==> config.mk <==
export PLATFORM = sky130hd
export DESIGN_NAME = fp_wb_arbiter
export DESIGN_NICKNAME = d
export VERILOG_FILES = /design/src/rtl/fp_pkg.sv /design/src/rtl/rr_arbiter.sv /design/src/rtl/fp_wb_arbiter.sv
export SDC_FILE = /design/constraint.sdc
export NUM_CORES = 1
export LEC_CHECK = 0
export ABC_AREA = 1
export CAP_MARGIN = 20
export CELL_PAD_IN_SITES_DETAIL_PLACEMENT = 1
export CELL_PAD_IN_SITES_GLOBAL_PLACEMENT = 1
export CORE_ASPECT_RATIO = 2
export CORE_UTILIZATION = 24
export CTS_CLUSTER_DIAMETER = 30
export DETAILED_ROUTE_END_ITERATION = 10
export PLACE_DENSITY_LB_ADDON = 0.1
export SYNTH_ARGS = -nofsm -noshare
export SYNTH_HDL_FRONTEND = slang
export SYNTH_SLANG_ARGS = --single-unit
==> constraint.sdc <==
create_clock -name clk -period 1.5 [get_ports clk]
set_input_delay 0.375 -clock clk [delete_from_list [all_inputs] [get_ports clk]]
set_output_delay 0.375 -clock clk [all_outputs]
set_load 0.005 [all_outputs]
==> src/rtl/fp_pkg.sv <==
// fp_pkg: shared floating-point register-file widths, types and the hardwired-zero register
package fp_pkg;
  localparam int FP_REG_ADDR_W = 5;
  localparam int FLEN = 32;
  localparam int NUM_FP_REGS = 32;
  typedef logic [FP_REG_ADDR_W-1:0] fp_reg_addr_t;
  typedef logic [FLEN-1:0] fp_word_t;
  localparam fp_reg_addr_t FP_ZERO_REG = 5'd0;
endpackage

==> src/rtl/rr_arbiter.sv <==
// rr_arbiter: combinational round-robin pick (req, ptr, en -> one-hot gnt, gnt_idx, any_gnt), first valid at or after ptr
module rr_arbiter #(
  parameter int N = 3,
  localparam int IW = (N > 1) ? $clog2(N) : 1
) (
  input  logic [N-1:0]  req,
  input  logic [IW-1:0] ptr,
  input  logic          en,
  output logic [N-1:0]  gnt,
  output logic [IW-1:0] gnt_idx,
  output logic          any_gnt
);
  logic [N-1:0] hi;
  always_comb begin
    hi = '0;
    gnt_idx = '0;
    for (int i = 0; i < N; i++) hi[i] = req[i] && (IW'(i) >= ptr);
    for (int i = N - 1; i >= 0; i--) if (req[i]) gnt_idx = IW'(i);
    for (int i = N - 1; i >= 0; i--) if (hi[i]) gnt_idx = IW'(i);
    any_gnt = en && |req;
    gnt = any_gnt ? (N'(1) << gnt_idx) : '0;
  end
endmodule

==> src/rtl/fp_wb_arbiter.sv <==
// fp_wb_arbiter: round-robin share of the FP register-file write port (req_* handshake in, registered wr_* out, saturating conflict_cnt)
module fp_wb_arbiter
  import fp_pkg::*;
#(
  parameter int N_REQ = 3,
  parameter int CNT_W = 16,
  localparam int IW = $clog2(N_REQ)
) (
  input  logic                 clk,
  input  logic                 rst,
  input  logic [N_REQ-1:0]     req_valid,
  input  logic [N_REQ*5-1:0]   req_addr,
  input  logic [N_REQ*32-1:0]  req_data,
  output logic [N_REQ-1:0]     req_ready,
  input  logic                 wb_hold,
  output logic                 wr_enable,
  output fp_reg_addr_t         wr_addr,
  output fp_word_t             wr_data,
  output logic [IW-1:0]        wr_src,
  output logic [CNT_W-1:0]     conflict_cnt
);
  fp_reg_addr_t addr_a [N_REQ];
  fp_word_t data_a [N_REQ];
  logic [IW-1:0] rr_ptr, gnt_idx;
  logic any_gnt;
  for (genvar g = 0; g < N_REQ; g++) begin : g_unpack
    assign addr_a[g] = req_addr[5*g +: 5];
    assign data_a[g] = req_data[32*g +: 32];
  end
  rr_arbiter #(.N(N_REQ)) u_arb (
    .req(req_valid),
    .ptr(rr_ptr),
    .en(!wb_hold && !rst),
    .gnt(req_ready),
    .gnt_idx(gnt_idx),
    .any_gnt(any_gnt)
  );
  always_ff @(posedge clk) begin
    if (rst) begin
      rr_ptr <= '0;
      wr_enable <= 1'b0;
      wr_addr <= '0;
      wr_data <= '0;
      wr_src <= '0;
      conflict_cnt <= '0;
    end else begin
      wr_enable <= any_gnt && (addr_a[gnt_idx] != FP_ZERO_REG);
      if (any_gnt) begin
        rr_ptr <= (gnt_idx == IW'(N_REQ - 1)) ? '0 : gnt_idx + 1'b1;
        wr_addr <= addr_a[gnt_idx];
        wr_data <= data_a[gnt_idx];
        wr_src <= gnt_idx;
      end
      if ($countones(req_valid) >= 2 && conflict_cnt != '1) conflict_cnt <= conflict_cnt + 1'b1;
    end
  end
endmodule

==> results of run 1 <==
-- layout make-up --
| cell class | count | share of cell area |
|---|---|---|
| flip-flops and latches | 58 | 0.179 |
| clock buffers | 13 | 0.0376 |
| clock inverters | 3 | 0.00226 |
| repair buffers | 261 | 0.388 |
| inverters | 39 | 0.0262 |
| multi-input cells | 346 | 0.338 |
| well taps | 152 | 0.0286 |
-- per-layer routing --
layer  up-vias  track usage
li1       2060            -
met1      2044        0.212
met2       134        0.447
met3        28       0.0363
met4         0        0.103
met5         -            0
-- placed cells by master, fill, tap and decap left out, drive strengths merged, types with 4 or more instances in the layout --
cell,instances
dfxtp,58
o21ai,27
inv,38
a21oi,21
nor3,9
buf,88
clkbuf,16
xor2,4
nand2,94
clkdlybuf4s50,111
nor2,99
dlygate4sd2,57
a31oi,33
nand3,21
clkinv,4
o31ai,25
-- flip-flops by register name, summed over array words and instances (netlist names) --
| name | cells |
|---|---|
| conflict_cnt | 16 |
| rr_ptr | 2 |
| wr_data | 32 |
| wr_enable | 1 |
| wr_src | 2 |
| wr_addr | 5 |
-- critical path, stage by stage (launching register included) --
cell	delay (ps)
dfxtp_4	370
nand2_4	70
nand2_2	50
nand2_2	50
nand2_2	70
nand2_4	120
clkinv_4	80
nor2_4	80
buf_2	110
-- synthesized netlist by cell type --
| cell type | count | area, µm² |
|---|---|---|
| nor2_1 | 97 | 364 |
| nand2_1 | 88 | 330 |
| dfxtp_1 | 58 | 1160 |
| a31oi_1 | 33 | 206 |
| inv_1 | 33 | 124 |
| o31ai_1 | 25 | 188 |
| a21oi_1 | 20 | 100 |
| o21ai_0 | 20 | 100 |
| nand3_1 | 18 | 90.1 |
| buf_2 | 13 | 65.1 |
| buf_6 | 7 | 78.8 |
| nor3_1 | 7 | 35.0 |
| o21ai_1 | 7 | 35.0 |
| clkbuf_1 | 6 | 22.5 |
| nand2_2 | 4 | 25.0 |
| xor2_1 | 4 | 35.0 |
| inv_2 | 3 | 11.3 |
| nand3b_1 | 3 | 22.5 |
| buf_4 | 2 | 15.0 |
| ha_1 | 2 | 25.0 |
| inv_4 | 2 | 12.5 |
| nand2_4 | 2 | 22.5 |
| nand3_4 | 2 | 35.0 |
| nand4_1 | 2 | 12.5 |
| nor2_2 | 2 | 12.5 |
| nor3_2 | 2 | 20.0 |
| or2_2 | 2 | 12.5 |
| a21o_1 | 1 | 7.51 |
| a21oi_2 | 1 | 8.76 |
| buf_8 | 1 | 15.0 |
| clkinv_2 | 1 | 5.00 |
| nand3_2 | 1 | 10.0 |
| nor3b_2 | 1 | 12.5 |
| o21a_1 | 1 | 7.51 |
| xnor2_1 | 1 | 8.76 |
-- worst max-delay path by stage --
stage                                 end  cells after the start
after floorplan           conflict_cnt[5]                      8
after global placement       req_ready[1]                      8
after detailed placement     req_ready[1]                      8
after CTS                    req_ready[0]                      8
after global routing         req_ready[0]                      8
final                        req_ready[0]                      8
-- cells by family after synthesis --
kind of cell | after synthesis | share of synthesized area
AO/OA/AOI/OAI | 108 | 0.202
XOR/XNOR | 5 | 0.0135
adder cells (fa/ha/maj) | 2 | 0.00773
buffers and inverters | 68 | 0.108
flip-flops | 58 | 0.359
AND/OR/NAND/NOR | 231 | 0.310
-- where the power goes --
part	leakage [nW]	total (W)	switching, W	internal [W]
combinational	2.33	0.00149	0.000673	0.000814
clock	0.133	0.00188	0.000721	0.00115
sequential	0.484	0.00172	0.0000661	0.00166
-- stage by stage --
step | cell area, µm² | worst slack, ps | total power, W
finish | 6650 | -196 | 0.00509
global route | 6650 | -248 | 0.00534
floorplan | 3260 | 5.33 | 0.00224
global placement | 5470 | -932 | 0.00296
CTS | 6210 | -211 | 0.00505
detailed placement | 5470 | -979 | 0.00299
-- what timing repair did --
item                       CTS  global route
pin swaps                   26            38
gates resized for setup    174            92
cloned                       3             2
setup endpoints to repair  116            58
buffers inserted            24             5
==> metrics.yaml, run 1 <==
die:
  chipHeight_um: 166
  rows: 59
  core_um2: 13100
  die_x_um: 84.1
  ios: 176
  initial_core_util: 0.248
  dieArea_um2: 14000
sta:
  final_hold_viol_count: 0
  worstMarginPinSlew_ps: 581
  drv_slew: 0
  final.min_clock_period_ps: 1700
  finClkSkew_ps: 5.72
  timing.fmax_mhz: 590
  slew_headroom: 0.613
  rsz0062_at_grt: "true"
  setup_ws_ps: -196
  whs_ps: 475
  period_share: 1.13
  setup_viol: 42
  timing.setup.tns_ps: -1860
drt:
  route.met2.wl_um: 9210
  dr_total_vias: 4266
  wl_per_cell_um: 18.0
  top_layer: "met4"
  wl_met1_um: 5390
  dr.pass1.iters: 7
  drt.antenna.violating_nets: 0
  wl_um: 15700
  routed_via_density: 4.89
  drcViolationCount: 15
  drt-initial-drc-count: 92
  wl_met3_um: 623
grt:
  grt_max_degree: 48
  overflow: 0
  globalRouteTotalUtil: 0.223
  grt_pass1_wl_um: 23900
  antenna_found_initial: 0
  grt_pass1_vias: 4640
setup_path:
  reg2reg_to: "wr_data[2]"
  timing.rr.start: "rr_ptr[0]"
  worst-r2r-setup-slack_ps: -110
  crit_path_start_kind: "flip-flop"
  crit_required_ps: 1120
  critPathArrivalTime_ps: 1320
  crit_path_max_fanout: 4
  setup.worst_path.start: "rr_ptr[1]"
  endpoint_kind: "primary output"
  crit_type: "reg2out"
  worstRegToRegCells: 11
min_path:
  worstHoldPathCells: 2
  hold_class: "reg2reg"
  min-delay-start: "wr_addr[4]"
  min_to: "wr_addr[4]"
clocking:
  cts_htree_levels: 3
  ctsHoldBuffers: 0
  cts_tree: "yes"
  cts.sinks: 58
  insertion_delay_ps: 330
  clk_pin_slew_ps: 50
  cts_buffers: 9
  clock_path_buffers: 2
  cts-root-buf: "clkbuf_16"
placed_design:
  dp.cells: 825
  place_congestion: 0.773
  io_buffer_count: 175
  dpl.hpwl_um: 10600
yosys:
  synth_cells: 472
  syn_avg_cell_area_um2: 6.86
  ys_ff_latch: 58
  synth.distinct_cells: 35
  netlist_area_um2: 3240
  syn_nets: 591
  yosysSeqAreaShare: 0.359
  ys_warn_count: 0
cells_and_area:
  final_layout_size_suffix_gt1_frac: 0.325
  fillCellCount: 1551
  fin_util: 0.509
  seq_area_um2: 1190
  diodes: 0
  final_cell_count_no_fill: 872
  final_nets: 834
  multi_input_area_um2: 2250
  syn_to_final_growth_pct: 105
power_and_ir_drop:
  p_per_area_nw_per_um2: 765
  peakVddDrop_uv: 489
  p_leak_nw: 2.94
status:
  status: "finished, violations left"
  failed_checks: "DRC, setup timing"
run:
  max_cap_viol_count: 0
Note: power is estimated with default switching activity, not from simulation.
==> run 2: changes to the inputs <==
--- a/config.mk
+++ b/config.mk
@@ -10,7 +10,7 @@
 export CELL_PAD_IN_SITES_DETAIL_PLACEMENT = 1
 export CELL_PAD_IN_SITES_GLOBAL_PLACEMENT = 1
 export CORE_ASPECT_RATIO = 2
-export CORE_UTILIZATION = 24
+export CORE_UTILIZATION = 26
 export CTS_CLUSTER_DIAMETER = 30
 export DETAILED_ROUTE_END_ITERATION = 10
 export PLACE_DENSITY_LB_ADDON = 0.1
==> constraint.sdc (replaced) <==
create_clock -name clk -period 1.7 [get_ports clk]
set_input_delay 0.425 -clock clk [delete_from_list [all_inputs] [get_ports clk]]
set_output_delay 0.425 -clock clk [all_outputs]
set_load 0.005 [all_outputs]
==> run 2 against run 1 <==
  * The flow finishes with violations (setup timing)
  * Power shrank 16%
  * Sequential cell count unchanged
  * Core utilization shrank 3.4 points
  * Clock power is 12% lower
  * First-iteration DRC count is 6.5% lower
  * Via count down 6.4%
  * Die area fell by 7.6%
  * Largest power group unchanged
==> metrics.yaml, run 2 (synthesis results as in run 1) <==
setup_path:
  crit_path_max_fanout: 6
  endpoint_kind: "primary output"
  setup.worst_path.start: "req_valid[2]"
  crit_type: "in2out"
  crit_required_ps: 1270
  timing.rr.start: "rr_ptr[0]"
  critPathArrivalTime_ps: 1310
  crit_path_start_kind: "input pin"
min_path:
  min-delay-start: "wr_addr[4]"
  hold_class: "reg2reg"
die:
  dieArea_um2: 12900
  chipHeight_um: 160
  ios: 176
  core_um2: 12100
  initial_core_util: 0.267
  die_x_um: 80.9
  rows: 57
sta:
  final_hold_viol_count: 0
  slew_headroom: 0.629
  setup_viol: 1
  rsz0062_at_grt: "true"
  drv_slew: 0
  finClkSkew_ps: 7.35
  period_share: 1.02
  whs_ps: 480
  setup_ws_ps: -36.7
  worstMarginPinSlew_ps: 556
  final.min_clock_period_ps: 1740
  timing.fmax_mhz: 576
cells_and_area:
  final_nets: 797
  largest_register: "wr_data"
  diodes: 0
  fin_util: 0.475
  final_cell_count_no_fill: 826
  syn_to_final_growth_pct: 78.0
  top_regs: "wr_data (32), conflict_cnt (16), wr_addr (5)"
  layout_commonest_cell: "clkdlybuf4s50_1"
  largest_reg_flops: 32
  mostFrequentLayoutCells: "clkdlybuf4s50_1, nor2_1, nand2_1"
  fillCellCount: 1519
  fin_area_um2: 5760
  final_layout_size_suffix_gt1_frac: 0.172
clocking:
  cts_htree_levels: 3
  clk_pin_slew_ps: 50
  ctsHoldBuffers: 0
  cts_buffers: 9
  insertion_delay_ps: 320
  clock_path_buffers: 2
  cts_tree: "yes"
  cts-root-buf: "clkbuf_16"
  cts.sinks: 58
grt:
  globalRouteTotalUtil: 0.224
  grt_pass1_wl_um: 21600
  grt_pass1_vias: 4315
  grt_max_degree: 68
  antenna_found_initial: 0
  overflow: 0
power_and_ir_drop:
  power_w: 0.00427
  peakVddDrop_uv: 451
  p_leak_nw: 2.41
  p_per_area_nw_per_um2: 742
placed_design:
  io_buffer_count: 175
  place_congestion: 0.776
  dpl.hpwl_um: 10500
  dpl_cell_area_um2: 5300
  dp.cells: 806
drt:
  wl_um: 13800
  routed_via_density: 4.83
  dr_total_vias: 3992
  drt-initial-drc-count: 86
  wl_per_cell_um: 16.7
  drt.antenna.violating_nets: 0
  dr.pass1.iters: 4
  drcViolationCount: 0
status:
  status: "finished, violations left"
  failed_checks: "setup timing"
run:
  max_cap_viol_count: 0
## run 2: area by class of cell
type / instances / area (µm²) / share of cell area
Clock buffer: 12 / 267 / 0.0463
Inverter: 39 / 161 / 0.0280
Multi-Input combinational cell: 346 / 1830 / 0.318
Sequential cell: 58 / 1180 / 0.204
Tap cell: 147 / 184 / 0.0319
Timing Repair Buffer: 224 / 2140 / 0.372
## run 2: critical path, cell delays in order
cell	delay, ps
clkdlybuf4s15_2	220
inv_2	70
nand2_2	80
nand3_4	140
inv_4	100
nand2_4	60
nor2_4	100
buf_2	120
## run 2: worst paths after layout
| kind | to | slack, ps | depth (start not counted) |
|---|---|---|---|
| worst min register to register | wr_addr[4] | 480 | 2 |
| worst max-delay path | req_ready[0] | -40 | 8 |
| worst max register to register | wr_enable | 30 | 12 |
| worst min-delay path | wr_addr[4] | 480 | 2 |
## run 2: repair_timing
item,CTS,global route
setup endpoints to repair,66,46
pin swaps,6,7
setup buffers,4,4
resized for setup,68,19
hold endpoints to repair,0,0
## run 2: per-stage QoR
stage	setup slack [ps]	setup TNS, ps
after floorplan	137	0
after global placement	-897	-35220
final	-36.7	-36.7
after global routing	-112	-1540
after CTS	-62.9	-139
after detailed placement	-904	-37970
## run 2: routing by layer
| layer | part of all wire | vias to the layer above | routed length (µm) | track usage |
|---|---|---|---|---|
| li1 | - | 1982 | - | - |
| met1 | 0.33 | 1868 | 4510 | 0.202 |
| met2 | 0.59 | 121 | 8180 | 0.444 |
| met3 | 0.054 | 21 | 738 | 0.0577 |
| met4 | 0.025 | 0 | 346 | 0.0885 |
| met5 | 0 | - | 0 | 0 |
## run 2: where the power goes
group          internal [W]  switching (W)  leakage [nW]
clock network       0.00107       0.000590         0.132
registers           0.00147      0.0000587         0.481
logic              0.000616       0.000472          1.79
total               0.00315        0.00112          2.41
